## src/rtl/seg_scan_ctrl.sv

```systemverilog
// Six-digit seven-segment scan controller: snapshots a frame, then walks the
// digit slots with an all-off gap between every pair of driven digits.
module seg_scan_ctrl #(
    parameter int         DWELL_CYCLES = 50000,
    parameter int         BLANK_CYCLES = 16,
    parameter logic [6:0] MINUS_PAT    = 7'b1000000
) (
    input  logic        clk,
    input  logic        rst,
    input  logic [41:0] digits,
    input  logic [5:0]  point,
    input  logic        seg_en,
    input  logic        sign,
    output logic [7:0]  seg_out,
    output logic [7:0]  dig_sel,
    output logic        frame_start
);

    localparam int MAX_CYCLES = (DWELL_CYCLES > BLANK_CYCLES) ? DWELL_CYCLES : BLANK_CYCLES;
    localparam int CW         = $clog2(MAX_CYCLES + 1);

    localparam logic [CW-1:0] BLANK_LOAD = CW'(BLANK_CYCLES - 1);
    localparam logic [CW-1:0] DWELL_LOAD = CW'(DWELL_CYCLES - 1);
    localparam logic [2:0]    LAST_SLOT  = 3'd6;
    localparam logic [2:0]    SIGN_SLOT  = 3'd3;

    typedef enum logic [1:0] {
        IDLE,
        BLANK,
        DRIVE
    } state_t;

    state_t        state;
    state_t        state_n;
    logic [2:0]    slot;
    logic [2:0]    slot_n;
    logic [2:0]    slot_adv;
    logic [CW-1:0] cnt;
    logic [CW-1:0] cnt_n;

    logic [41:0]   snap_digits;
    logic [5:0]    snap_point;
    logic          snap_sign;
    logic          take_snap;

    logic [7:0]    slot_code;
    logic [7:0]    slot_seg;
    logic [7:0]    seg_n;
    logic [7:0]    dig_n;
    logic          fs_n;

    // Slot decode always reads the snapshot so a frame can never tear.
    always_comb begin
        slot_code = 8'hFF;
        slot_seg  = 8'h00;
        case (slot)
            3'd0: begin
                slot_code = 8'b01111111;
                slot_seg  = {snap_point[5], snap_digits[41:35]};
            end
            3'd1: begin
                slot_code = 8'b10111111;
                slot_seg  = {snap_point[4], snap_digits[34:28]};
            end
            3'd2: begin
                slot_code = 8'b11011111;
                slot_seg  = {snap_point[3], snap_digits[27:21]};
            end
            3'd3: begin
                slot_code = 8'b11101111;
                slot_seg  = {1'b0, MINUS_PAT};
            end
            3'd4: begin
                slot_code = 8'b11111011;
                slot_seg  = {snap_point[2], snap_digits[20:14]};
            end
            3'd5: begin
                slot_code = 8'b11111101;
                slot_seg  = {snap_point[1], snap_digits[13:7]};
            end
            3'd6: begin
                slot_code = 8'b11111110;
                slot_seg  = {snap_point[0], snap_digits[6:0]};
            end
            default: begin
                slot_code = 8'hFF;
                slot_seg  = 8'h00;
            end
        endcase
    end

    always_comb begin
        slot_adv = slot + 3'd1;
        if (slot == (SIGN_SLOT - 3'd1) && !snap_sign) begin
            slot_adv = SIGN_SLOT + 3'd1;
        end
    end

    // Output registers are loaded with the values for the state being entered,
    // so outputs change on the same edge as the state.
    always_comb begin
        state_n   = state;
        slot_n    = slot;
        cnt_n     = cnt;
        take_snap = 1'b0;
        fs_n      = 1'b0;
        seg_n     = 8'h00;
        dig_n     = 8'hFF;

        if (!seg_en) begin
            state_n = IDLE;
            slot_n  = 3'd0;
            cnt_n   = '0;
        end else begin
            case (state)
                IDLE: begin
                    state_n   = BLANK;
                    slot_n    = 3'd0;
                    cnt_n     = BLANK_LOAD;
                    take_snap = 1'b1;
                    fs_n      = 1'b1;
                end
                BLANK: begin
                    if (cnt == '0) begin
                        state_n = DRIVE;
                        cnt_n   = DWELL_LOAD;
                        dig_n   = slot_code;
                        seg_n   = slot_seg;
                    end else begin
                        cnt_n = cnt - 1'b1;
                    end
                end
                DRIVE: begin
                    if (cnt == '0) begin
                        state_n = BLANK;
                        cnt_n   = BLANK_LOAD;
                        if (slot == LAST_SLOT) begin
                            slot_n    = 3'd0;
                            take_snap = 1'b1;
                            fs_n      = 1'b1;
                        end else begin
                            slot_n = slot_adv;
                        end
                    end else begin
                        cnt_n = cnt - 1'b1;
                        dig_n = slot_code;
                        seg_n = slot_seg;
                    end
                end
                default: begin
                    state_n = IDLE;
                    slot_n  = 3'd0;
                    cnt_n   = '0;
                end
            endcase
        end
    end

    always_ff @(posedge clk) begin
        if (rst) begin
            state       <= IDLE;
            slot        <= 3'd0;
            cnt         <= '0;
            snap_digits <= '0;
            snap_point  <= '0;
            snap_sign   <= 1'b0;
            seg_out     <= 8'h00;
            dig_sel     <= 8'hFF;
            frame_start <= 1'b0;
        end else begin
            state       <= state_n;
            slot        <= slot_n;
            cnt         <= cnt_n;
            seg_out     <= seg_n;
            dig_sel     <= dig_n;
            frame_start <= fs_n;
            if (take_snap) begin
                snap_digits <= digits;
                snap_point  <= point;
                snap_sign   <= sign;
            end
        end
    end

endmodule
```

## config.mk

```make
export PLATFORM = sky130hd
export DESIGN_NAME = seg_scan_ctrl
export DESIGN_NICKNAME = d
export VERILOG_FILES = /design/src/rtl/seg_scan_ctrl.sv
export SDC_FILE = /design/constraint.sdc
export NUM_CORES = 1
export LEC_CHECK = 0
export CORE_UTILIZATION = 55
export DETAILED_ROUTE_END_ITERATION = 12
export GPL_ROUTABILITY_DRIVEN = 0
export PLACE_DENSITY = 0.76
export SLEW_MARGIN = 20
export SYNTH_ARGS = -nofsm -noshare
export SYNTH_HDL_FRONTEND = slang
export SYNTH_SLANG_ARGS = --single-unit
```

## constraint.sdc

```tcl
create_clock -name clk -period 2.59 [get_ports clk]
set_input_delay 0.518 -clock clk [delete_from_list [all_inputs] [get_ports clk]]
set_output_delay 0.518 -clock clk [all_outputs]
set_load 0.02 [all_outputs]
```

### Word-level counts from Yosys, hierarchy flattened

Cells that the tools add are included.

* register bits: 87
* logic and storage cells: 53
* input port bits: 52
* output and inout port bits: 17

* equal/unequal tests: 10
* bitwise gates (word level): 2
* muxes and demuxes: 22
* reduce and logical (&&, ||, !) cells: 8
* add/subtract/negate cells: 2

Operator list (number)
* $pmux W8 S7: 2
* $pmux W16 S3: 1
* $mux W16: 2
* $mux W8: 4
* $pmux W8 S2: 2
* $logic_not A16 Y1: 1
* $sub A16 B1 Y16 const B: 1
* $eq A3 B3 Y1 const B: 3
* $mux W3: 3
* $eq A3 B2 Y1 const B: 2
* $pmux W2 S3: 1
* $pmux W3 S2: 1
* $mux W2: 2
* $ne A2 B2 Y1 const B: 2
* $reduce_and A2 Y1: 2
* $add A3 B1 Y3 const B: 1
* $eq A3 B1 Y1 const B: 1
* $logic_not A3 Y1: 1
* $mux W1: 3
* $eq A2 B1 Y1 const B: 1
* $eq A2 B2 Y1 const B: 1
* $logic_not A2 Y1: 1
* $not A1 Y1: 2
* $pmux W1 S2: 1
* 3 further kinds: 3

### Longest topological paths before layout

Gate-level depths: netlist of run 1.

* depth after elaboration: 6
* mapped depth: 10
* mapped depth without buffers: 6

### Worst setup path before layout of run 1

OpenSTA, ideal clock, no wires.

* kind: reg-to-reg
* from: register slot[2]
* to: register seg_out[0]
* data arrival time: 2.257 ns
* path buffers: 2
* stages on the path, launching flop included: 9
* period minus slack after synthesis: 2.388 ns
* required time: 2.460 ns
* slack: 0.202 ns
* cell sequence: dfxtp_1 clkbuf_1 clkbuf_1 clkinv_1 ha_1 or4_1 nand3_1 mux2_2 a211oi_1

* longest elaborated chain between the ends: 4

RTL lines
* from (decl): line 35 `logic [2:0] slot;`
* from (signal assigned): line 172 `slot <= slot_n;`
* $eq A3 B3 Y1, or another cell as far along: line 56 `case (slot)`
* $pmux W8 S7 *: line 56
* $mux W8, on equally long branches: line 134, 124
* $pmux W8 S2 *: line 115 `case (state)`
* to (signal assigned): line 174 `seg_out <= seg_n;`
* to (decl): line 14 `output logic [7:0] seg_out,`

Mark *: on every way between the ends. The rest lies on a longest branch, timed or not.
A chain may end at the register's enable or synchronous reset.

### Worst setup path after layout of run 1

* from: register cnt[0]
* to: register seg_out[3]

* longest elaborated chain between the ends: 3

RTL lines
* from (decl): line 38 `logic [CW-1:0] cnt;`
* from (signal assigned): line 173 `cnt <= cnt_n;`
* $logic_not A16 Y1 *: line 124, 134
* $mux W8, on equally long branches: line 134, 124
* $pmux W8 S2 *: line 115

Marks and branches as above.

==> impl_metrics.json, run 1 <==
{
  "setup_viol": 0,
  "critical_path_class": "reg -> reg",
  "vias": 5170,
  "arrival_ps": 2630,
  "fin_tns_setup_ps": 0,
  "hp-class": "reg -> reg",
  "root_buffer": "clkbuf_8",
  "fin_worst_skew_ps": 7.17,
  "die_w_um": 98.0,
  "die_area_sq_um": 9610,
  "max_cap_violations": 0,
  "period_share_pct": 91.5,
  "clock_power_share_pct": 19.5,
  "cts.sinks": 86,
  "slew_headroom_pct": 59.7,
  "yosysMostFrequentCell": "dfxtp_1",
  "grt_pass1_wl_um": 23500,
  "fin_util_pct": 68.6,
  "start_util_pct": 57.6,
  "first_global_vias": 4778,
  "hold_viol_final": 0,
  "wl_um": 14200,
  "cts_setup_buffers": 0,
  "cts.clk_slew.worst_paths_ps": 90,
  "ys_seq_area_share_pct": 33.9,
  "dr.pass1.iters": 12,
  "port_buffers": 67,
  "die_y_um": 98.0,
  "synth-seq-cells": 86,
  "drive_above_1_share_pct": 7.85,
  "endpoint_kind": "flip-flop",
  "rows": 34,
  "synth.net_count": 690,
  "pin_count": 69,
  "timing.final.crit_period_ps": 2370,
  "ys_types": 51,
  "fin_nets": 720,
  "syn-instance-count": 628,
  "netSwitchingPower_mw": 2.25,
  "max_clock_freq_mhz": 422,
  "post_cts_resize_count": 0,
  "overflow": 0,
  "pwr_density_cell_nw_per_um2": 879,
  "htreeDepth": 3,
  "ys_async_sr_fraction_pct": 0,
  "netlist.area_leader.share_pct": 33.9,
  "ys.flop_type": "dfxtp_1",
  "synth_edf_count": 0,
  "worstMarginPinSlew_ps": 605,
  "slew_violations": 0,
  "drtIter0Drc": 519,
  "yosysWarningCount": 0,
  "syn_area_per_cell_sq_um": 8.08,
  "antenna_found_initial": 0,
  "grt.total_usage_pct": 29.7,
  "required_ps": 2860,
  "p_total_mw": 5.31,
  "fill_cells": 748,
  "cts_tree": "built",
  "core_area_sq_um": 8810,
  "yosys.area.top_type": "dfxtp_1",
  "area_delta_synth_final_pct": 19.1,
  "post-route-drc-count": 3,
  "ys_top_cells_by_area": "dfxtp_1 (34%), a22oi_1 (7.3%), nor3b_1 (7.3%)",
  "postCtsHoldBufs": 0,
  "p_int_mw": 3.06,
  "avgViaCountPerCell": 6.71,
  "leakage_nw": 2.15,
  "num_antenna_cells": 0,
  "routedWlPerCell_um": 18.5,
  "status": "finished, violations left",
  "cp_max_fo": 8,
  "pwr-share-comb_pct": 46.3,
  "cts_buffer_depth": 2,
  "numCtsBuffers": 9,
  "synth.top_cells.by_count": "dfxtp_1 (86), clkbuf_1 (61), nand3_1 (56), nand4_1 (55), o21ai_0 (53)",
  "synth.cell_area_sq_um": 5070,
  "rsz0062_at_grt": "no",
  "switching_share_pct": 42.4,
  "dp_hpwl_um": 8760,
  "grt_max_degree": 77,
  "start_kind": "flip-flop",
  "insertion_delay_ps": 350,
  "detail-route-antenna-nets": 0,
  "violations": "DRC",
  "sequentialPowerShare_pct": 34.2,
  "peakVddDrop_uv": 671,
  "hold_ws_ps": 499
}
[flip-flops by register name, indices dropped and copies added (netlist names)]
signal,count
snap_digits,42
state,2
frame_start,1
snap_point,6
dig_sel,7
slot,3
snap_sign,1
seg_out,8
cnt,16
[power by group through the flow]
stage / clock network, mW / registers, mW / logic [mW]
floorplan: 0 / 1.80 / 1.66
global placement: 0 / 1.82 / 2.37
detailed placement: 0 / 1.84 / 2.39
CTS: 1.05 / 1.81 / 2.41
global route: 1.10 / 1.84 / 2.64
finish: 1.04 / 1.81 / 2.46
[through the flow]
step                      instances  instance area [sq um]  worst slack (ps)
after floorplan                 628                   5070               202
after global placement          755                   5830               350
after detailed placement        755                   5830               280
after CTS                       770                   6040               257
after global routing            770                   6040               116
final                           770                   6040               221
[metal layers]
layer / vias up / global-route usage [%] / part of all wire, %
met3: 31 / 4.08 / 7.0
met5: - / 0 / 0
met4: 0 / 12.1 / 2.3
li1: 2435 / - / -
met1: 2463 / 39.0 / 42
met2: 241 / 49.1 / 48
[worst max-delay path, cell delays in order, from the launching register on]
cell      delay, ps
dfxtp_1         350
inv_1            70
ha_1            180
or4b_1          570
nor4_4          460
mux2_2          460
a211oi_1        200
[cell families (layout without fill, tap and decap cells)]
| logic type | after synthesis | after routing | share of synthesized area [%] |
|---|---|---|---|
| simple gates | 283 | 283 | 33.8 |
| compound gates | 152 | 152 | 20.0 |
| flops | 86 | 86 | 33.9 |
| buf+inv | 76 | 110 | 5.75 |
| mux | 11 | 11 | 2.42 |
| fa+ha+maj | 10 | 10 | 2.47 |
| xor+xnor | 9 | 9 | 1.55 |
| other cells | 1 | 1 | 0.0739 |
[final timing paths]
check | from | cells past startpoint | endpoint | slack, ps
min reg2reg | cnt[6]$_SDFF_PP0_ | 2 | cnt[6]$_SDFF_PP0_ | 500
min | cnt[6]$_SDFF_PP0_ | 2 | cnt[6]$_SDFF_PP0_ | 500
max reg2reg | cnt[0]$_SDFF_PP0_ | 6 | seg_out[3]$_SDFF_PP0_ | 220
max | cnt[0]$_SDFF_PP0_ | 6 | seg_out[3]$_SDFF_PP0_ | 220
[cells in the final DEF (no fill, tap or decap), types with 3 or more instances in the layout]
cell	n
clkdlybuf4s50_1	66
clkbuf_8	9
ha_1	10
a222oi_1	13
nand4_1	55
xnor2_1	4
nor2b_1	51
dfxtp_1	86
nor4_1	4
and2_1	5
o21ai_0	53
nand3_1	56
nand2b_1	3
nand2_1	11
or3_1	4
a22oi_1	49
nor2_1	22
buf_12	5
mux2_2	10
xor2_1	5
a31oi_1	8
nor3b_1	49
inv_1	10
buf_4	12
nor3_1	5
o31ai_1	4
a211oi_1	7
a21oi_1	12
[area by class of cell]
class | instances | area (sq um) | area share, %
multi-input combinational | 466 | 3080 | 50.9
sequential | 86 | 1720 | 28.5
timing repair buffer | 84 | 856 | 14.2
tap | 108 | 135 | 2.24
clock buffer | 9 | 124 | 2.05
clock inverter | 6 | 87.6 | 1.45
inverter | 11 | 41.3 | 0.684
(Power assumes the default switching activity.)
==> run 2: changes to the inputs <==
--- a/config.mk
+++ b/config.mk
@@ -9,6 +9,7 @@
 export DETAILED_ROUTE_END_ITERATION = 12
 export GPL_ROUTABILITY_DRIVEN = 0
 export PLACE_DENSITY = 0.76
+export SKIP_LAST_GASP = 1
 export SLEW_MARGIN = 20
 export SYNTH_ARGS = -nofsm -noshare
 export SYNTH_HDL_FRONTEND = slang
==> results of run 2 <==
Final layout, timing and power as in run 1 (identical DEF).
